## src/rtl/demux_8bus_1_4_buffered.sv

```systemverilog
// 1:4 bus demux with a small FIFO per output channel so one stalled consumer
// never blocks traffic headed to the other three.

module demux_8bus_1_4_buffered_chan #(
  parameter int WIDTH = 8,
  parameter int DEPTH = 2
) (
  input  logic                       clk,
  input  logic                       rst,
  input  logic                       push,
  input  logic [WIDTH-1:0]           push_data,
  input  logic                       pop_ready,
  output logic [WIDTH-1:0]           data,
  output logic                       valid,
  output logic                       full,
  output logic [$clog2(DEPTH):0]     level
);
  localparam int PW = $clog2(DEPTH);
  localparam int LW = PW + 1;

  logic [DEPTH-1:0][WIDTH-1:0] mem;
  logic [PW-1:0]               wr_ptr, rd_ptr;
  logic [WIDTH-1:0]            last;
  logic                        pop;

  assign valid = (level != '0);
  assign full  = (level == LW'(DEPTH));
  assign pop   = valid & pop_ready;
  // An empty channel shows the last beat written rather than a stale slot.
  assign data  = valid ? mem[rd_ptr] : last;

  always_ff @(posedge clk or posedge rst) begin
    if (rst) begin
      mem    <= '0;
      wr_ptr <= '0;
      rd_ptr <= '0;
      last   <= '0;
      level  <= '0;
    end else begin
      if (push) begin
        mem[wr_ptr] <= push_data;
        wr_ptr      <= wr_ptr + 1'b1;
        last        <= push_data;
      end
      if (pop) rd_ptr <= rd_ptr + 1'b1;
      level <= level + LW'(push) - LW'(pop);
    end
  end
endmodule

module demux_8bus_1_4_buffered #(
  parameter int WIDTH = 8,
  parameter int DEPTH = 2
) (
  input  logic                           clk,
  input  logic                           rst,
  input  logic [WIDTH-1:0]               in_data,
  input  logic [1:0]                     in_sel,
  input  logic                           in_valid,
  output logic                           in_ready,
  output logic [4*WIDTH-1:0]             out_data,
  output logic [3:0]                     out_valid,
  input  logic [3:0]                     out_ready,
  output logic [4*($clog2(DEPTH)+1)-1:0] out_level
);
  localparam int LW = $clog2(DEPTH) + 1;

  logic [3:0] full;

  // Ready reflects only the target channel; a same-cycle pop never frees space.
  assign in_ready = ~full[in_sel];

  for (genvar k = 0; k < 4; k++) begin : g_chan
    logic push;
    assign push = in_valid & in_ready & (in_sel == 2'(k));

    demux_8bus_1_4_buffered_chan #(.WIDTH(WIDTH), .DEPTH(DEPTH)) u_chan (
      .clk       (clk),
      .rst       (rst),
      .push      (push),
      .push_data (in_data),
      .pop_ready (out_ready[k]),
      .data      (out_data[k*WIDTH +: WIDTH]),
      .valid     (out_valid[k]),
      .full      (full[k]),
      .level     (out_level[k*LW +: LW])
    );
  end
endmodule

```

## config.mk

```make
export PLATFORM = sky130hd
export DESIGN_NAME = demux_8bus_1_4_buffered
export DESIGN_NICKNAME = d
export VERILOG_FILES = /design/src/rtl/demux_8bus_1_4_buffered.sv
export SDC_FILE = /design/constraint.sdc
export NUM_CORES = 1
export LEC_CHECK = 0
export ABC_CLOCK_PERIOD_IN_PS = 5600
export CAP_MARGIN = 20
export CORE_MARGIN = 8
export CORE_UTILIZATION = 45
export CTS_CLUSTER_SIZE = 40
export DETAILED_ROUTE_END_ITERATION = 8
export PLACE_DENSITY = 0.77
export RECOVER_POWER = 100
export SLEW_MARGIN = 10
export SYNTH_ARGS = -nofsm -noshare
export SYNTH_HDL_FRONTEND = slang
export SYNTH_SLANG_ARGS = --single-unit
```

## constraint.sdc

```tcl
create_clock -name clk -period 5.6 [get_ports clk]
set_clock_uncertainty 0.2 [all_clocks]
set_input_delay 0.56 -clock clk [delete_from_list [all_inputs] [get_ports clk]]
set_output_delay 0.56 -clock clk [all_outputs]
set_load 0.01 [all_outputs]
```

Word-level counts from Yosys, hierarchy flattened --
Cells that the tools add are included.
Cells by class: eq/ne operators 7, reduce and logical (&&, ||, !) cells 9, $add $sub $neg 16, order comparisons 13, muxes and demuxes 26, bitwise operators 10
Operators by type and width (count):
- $mux W8 | 16
- $bwmux W16 | 4
- $demux W8 S1 | 4
- $lt A1 B2 Y1 const B | 8
- $eq A2 B2 Y1 const B | 6
- $and A1 B1 Y1 | 9
- $add A1 B1 Y1 const B | 8
- $add A2 B1 Y2 | 4
- $reduce_bool A2 Y1 | 4
- $sub A2 B1 Y2 | 4
- $ge A1 B1 Y1 const B | 4
- $logic_and A1 B1 Y1 | 4
- $lt A2 B3 Y1 const B | 1
- $bmux W1 S2 | 1
- $eq A2 B1 Y1 const B | 1
- $logic_not A2 Y1 | 1
- $mux W1 | 1
- $not A1 Y1 | 1
Word-level totals: output and inout port bits 45, flip-flop bits (word level) 112

Logic depth before layout (Yosys ltp) --
word-level depth 8, mapped depth 6, mapped depth without buffers 5

Cells and area by module --
A second synthesis with hierarchy kept.
Unflattened totals: cells, all modules 395, area total of the unflattened synthesis 5221.3 um^2
By module, submodules not included:
- demux_8bus_1_4_buffered_chan at g_chan[0].u_chan ... | cells each 97, area each 1277.5 um^2, instances 3
- demux_8bus_1_4_buffered_chan at g_chan[3].u_chan | cells each 97, area each 1325.0 um^2, instances 1
- demux_8bus_1_4_buffered | cells each 7, area each 63.8 um^2, instances 1

Worst setup path after synthesis --
OpenSTA, ideal clock, no wires.
path type register to register, start reg g_chan[3].u_chan.level[0], end reg g_chan[3].u_chan.level[1], library setup time 0.133 ns, slack 3.447 ns, data required time 5.267 ns, path buffers 1, data arrival time 1.820 ns, period minus slack after synthesis 2.153 ns, stages on the path, launching flop included 7, cells stage by stage dfrtp_1 > or2_2 > clkbuf_1 > and2_1 > ha_1 > nor4b_1 > xnor2_1
Between the ends: elaborated cells between the ends (all ways) 10, classes of those cells 2 x add/sub; 1 x eq/ne; 2 x mux; 4 x bitwise; 1 x reduce/logical
RTL lines:
- from (decl) | RTL line 16 | output logic [$clog2(DEPTH):0] level
- from (signal assigned) | RTL line 46 | level <= level + LW'(push) - LW'(pop);
- $reduce_bool A2 Y1 | RTL line 26 | assign valid = (level != '0);
- $and A1 B1 Y1 | RTL line 28 | assign pop = valid & pop_ready;
- net g_chan[3].u_chan.pop | RTL line 24 | logic pop;
- $sub A2 B1 Y2 | RTL line 46
The timed path passes the listed nets, and every way through them passes these cells. The select of a mux whose other input is x is not followed. A chain may end at the register's enable or synchronous reset.

Final worst setup path --
start in in_valid, end reg g_chan[3].u_chan.mem[3] (netlist name)
Between the ends: longest elaborated chain between the ends 2
Ends and longest elaborated chain:
- from (decl) | RTL line 59 | input logic in_valid,
- $and A1 B1 Y1 (2 in series) | RTL line 75 | assign push = in_valid & in_ready & (in_sel == 2'(k));
- to (signal, indexed assignment) | RTL line 41 | mem[wr_ptr] <= push_data;
- to (decl) | RTL line 21 | logic [DEPTH-1:0][WIDTH-1:0] mem;
Every way passes these cells.

==> summary.txt <==
Finish
  – Most frequent cells in the layout: dfrtp_1, mux2_2, dlygate4sd3_1
  – Share of cells above drive strength 1: 23.8%
  – Inserted Diodes: 0
  – Synthesis-to-finish area growth: 17.7%
  – Commonest non-fill, non-tap cell in the layout: dfrtp_1
  – Multi-input gate area in the final layout: roughly 0.0022 mm2
  – Combined flip-flop and latch cell area: about 0.0028 mm2
  – Final Non-Filler Cells: ~590
  – Nets: roughly 460
  – Fill cell count: about 980

Synthesis
  – Post-Syn Nets: between 400 and 500
  – Synth warn: 0
  – Mapped Cells: a little under 400
  – Share of the synthesized area in the top cell type: ~54%
  – Leading area contributor after synthesis: dfrtp_1
  – Register bit total from synthesis: 112
  – Top cells by area, synth: dfrtp_1, mux2_2, mux2i_1
  – Synth cell types: 34
  – Fraction of registers with async set or reset after synthesis: 100%
  – Syn avg cell area: 13.1 um2
  – Main synth FF type: dfrtp_1
  – Post-synth EDFFs: 0
  – Register area share after synthesis: about 54%
  – Cell Area, Synth: between 0.005 and 0.006 mm2

Worst setup path
  – Worst endpoint required time: between 5 and 6 ns
  – Worst-path fanout max: 11
  – CP startpoint: in_valid
  – CP max-delay cell: nor4b_1
  – Kind of critical path: in -> reg
  – WP data arrival: 3.49 ns
  – CP bufs+invs: 1
  – Startpoint Class: input pin
  – R2R Path Start: g_chan[3].u_chan.level[1]
  – Critical Path Max Stage Delay: between 1 and 1.5 ns
  – Setup crit end kind: flip-flop
  – Critical path's top delay family: simple AND/OR/NAND/NOR gates
  – Crit path cell chain: dlygate4sd3_1 > nand2_1 > nor4b_1 > mux2_2
  – R2R depth: 3
  – Reg-to-reg endpoint: g_chan[3].u_chan.mem[3]
  – Setup slack, reg-to-reg: 2.78 ns

STA
  – Max Slew Vio Count: 95
  – Final Critical Period: ~3.5 ns
  – RSZ-0062 raised after global routing: no
  – Slew @ Worst Pin: between 2 and 3 ns
  – Max Fclk: 289 MHz
  – Final hold violation count: 0
  – Final setup vio count: 0
  – Post-route setup TNS: 0 ns
  – Final worst path period share: between 60% and 70%
  – Worst rel slew slack: -87.5%

Power and ir drop
  – Comb power frac: 42.3%
  – Internal power: approximately 0.0026 W
  – Leakage: 2.65 nW
  – Power Density: ~630 mW/mm2
  – Peak supply drop: between 0.2 and 0.3 mV
  – Clock Power Share: approximately a fifth
  – Sequential Power Share: ~39%
  – Total Power: a little under 0.004 W
  – Switching portion of total power: approximately 33%
  – Switching power: between 0.001 and 0.0015 W

Floorplan
  – Width of the die: 123 um
  – Ports: 62
  – Core area: around 0.011 mm2
  – Initial Util: between 40% and 50%
  – Die Height: ~120 um
  – Die area: between 0.015 and 0.02 mm2
  – Row count: 39

Detailed routing
  – Total number of vias: roughly 3100
  – Routed WL: 11000 um
  – # DRC: 0
  – Initial DRC count: between 150 and 200
  – Via density: ~5.3
  – Met1 wire length: approximately 5000 um
  – Post-route ant nets: 0
  – Top layer in use: met4
  – Drt pass-1 iters: 4
  – Routed wl met3: 474 um
  – Met2 WL: between 5000 and 6000 um
  – Routed WL per cell: ~19 um

Clocking
  – Post-cts hold buffer count: 0
  – Worst-case clock buffer depth: 2
  – Num CTS Buffers: 9
  – Clk_lat worst skew: approximately 0.35 ns
  – Post-CTS setup buffer count: 0
  – # H-tree levels: 3
  – Clock root cell: clkbuf_16
  – Resized cells post-CTS: 0
  – Clock transition at path regs: 0.08 ns
  – CTS tree: built
  – CTS sink cnt: between 100 and 150

Outcome
  – Failing checks: max-capacitance violations, max-slew violations
  – Outcome: finished with violations

Global routing
  – Grt ovf: 0
  – Vias in the first global route: approximately 3300
  – Antenna violations before repair: 0
  – Largest net degree at the start of global routing: 66
  – GRT Total Usage: approximately 15%
  – First-pass GRT wire length: 17600 um

Placed design
  – DPL Wire Length: between 7000 and 8000 um
  – Placed Cells: ~570
  – GP Congestion: about 0.76
  – # port buffers: 61

Worst hold path
  – Hold WC Path Type: reg -> reg
  – Hold Crit Start: g_chan[2].u_chan.wr_ptr
  – Hold path depth: 1
  – Hold Path End: g_chan[2].u_chan.wr_ptr

Job
  – Max Cap Viol: 4
registers in the layout (all words and copies together), names as in the netlist:
register	count
g_chan.u_chan.last	32
g_chan.u_chan.level	8
g_chan.u_chan.mem	64
g_chan.u_chan.rd_ptr	4
g_chan.u_chan.wr_ptr	4
worst register-to-register path, stage by stage, from the launching register on:
cell	delay (ns)
dfrtp_1	0.42
nor2b_1	0.18
nor4b_1	1.45
mux2_2	0.45
synthesized netlist by cell type, types with 3 or more instances:
master    number
dfrtp_1      112
mux2_2        88
nor2_1        33
a21oi_1       32
mux2i_1       32
clkbuf_1      19
xnor2_1       10
xor2_1        10
mux2_4         8
inv_1          5
and2_1         4
buf_4          4
ha_1           4
nand4b_1       4
or2_2          4
buf_2          3
nand2b_1       3
nand4_1        3
routing by layer:
layer | GRT usage, % | vias to the layer above
li1 | - | 1474
met1 | 19.7 | 1593
met2 | 24.6 | 56
met3 | 3.29 | 13
met4 | 5.04 | 0
met5 | 0 | -
worst max-delay path by stage:
stage | endpoint | cells past startpoint
5_1_grt | g_chan[3].u_chan.last[3] | 3
4_1_cts | in_ready | 3
6_report | g_chan[3].u_chan.mem[3] | 4
2_1_floorplan | g_chan[0].u_chan.last[0] | 1
3_3_place_gp | in_ready | 3
3_5_place_dp | in_ready | 3
final cells by class:
type                            count  area share [%]
Timing Repair Buffer               62            10.1
Clock inverter                      7            1.94
Multi-Input combinational cell    251            35.2
Sequential cell                   112            45.8
Tap cell                          143            2.92
Inverter                            5           0.327
Clock buffer                        9            3.68
power groups by stage:
stage | sequential (W) | clock (W) | combinational, W
detailed placement | 0.00152 | 0 | 0.00181
CTS | 0.00151 | 0.000739 | 0.00182
finish | 0.00150 | 0.000729 | 0.00163
global route | 0.00155 | 0.000772 | 0.00179
global placement | 0.00149 | 0 | 0.00177
floorplan | 0.00140 | 0 | 0.00115
kinds of logic (layout without fill, tap and decap cells):
group | Yosys count | after routing | share of synthesized area, %
xor+xnor | 20 | 20 | 3.37
compound gates | 32 | 32 | 3.08
simple gates | 66 | 66 | 7.66
fa+ha+maj | 4 | 4 | 0.963
mux | 129 | 129 | 28.0
flops | 112 | 112 | 53.9
buf+inv | 34 | 83 | 2.96
per-stage QoR:
step / setup slack, ns / hold slack [ns] / utilization [%] / area (um2)
after detailed placement: 2.51 / 0.288 / 51.6 / 5860
final: 2.14 / 0.285 / 53.8 / 6120
after global routing: 1.75 / 0.302 / 53.8 / 6120
after floorplan: 1.88 / 0.252 / - / 5200
after global placement: 2.52 / 0.266 / 51.6 / 5860
after CTS: 2.51 / 0.301 / 54.6 / 6210
(Power assumes the default switching activity.)
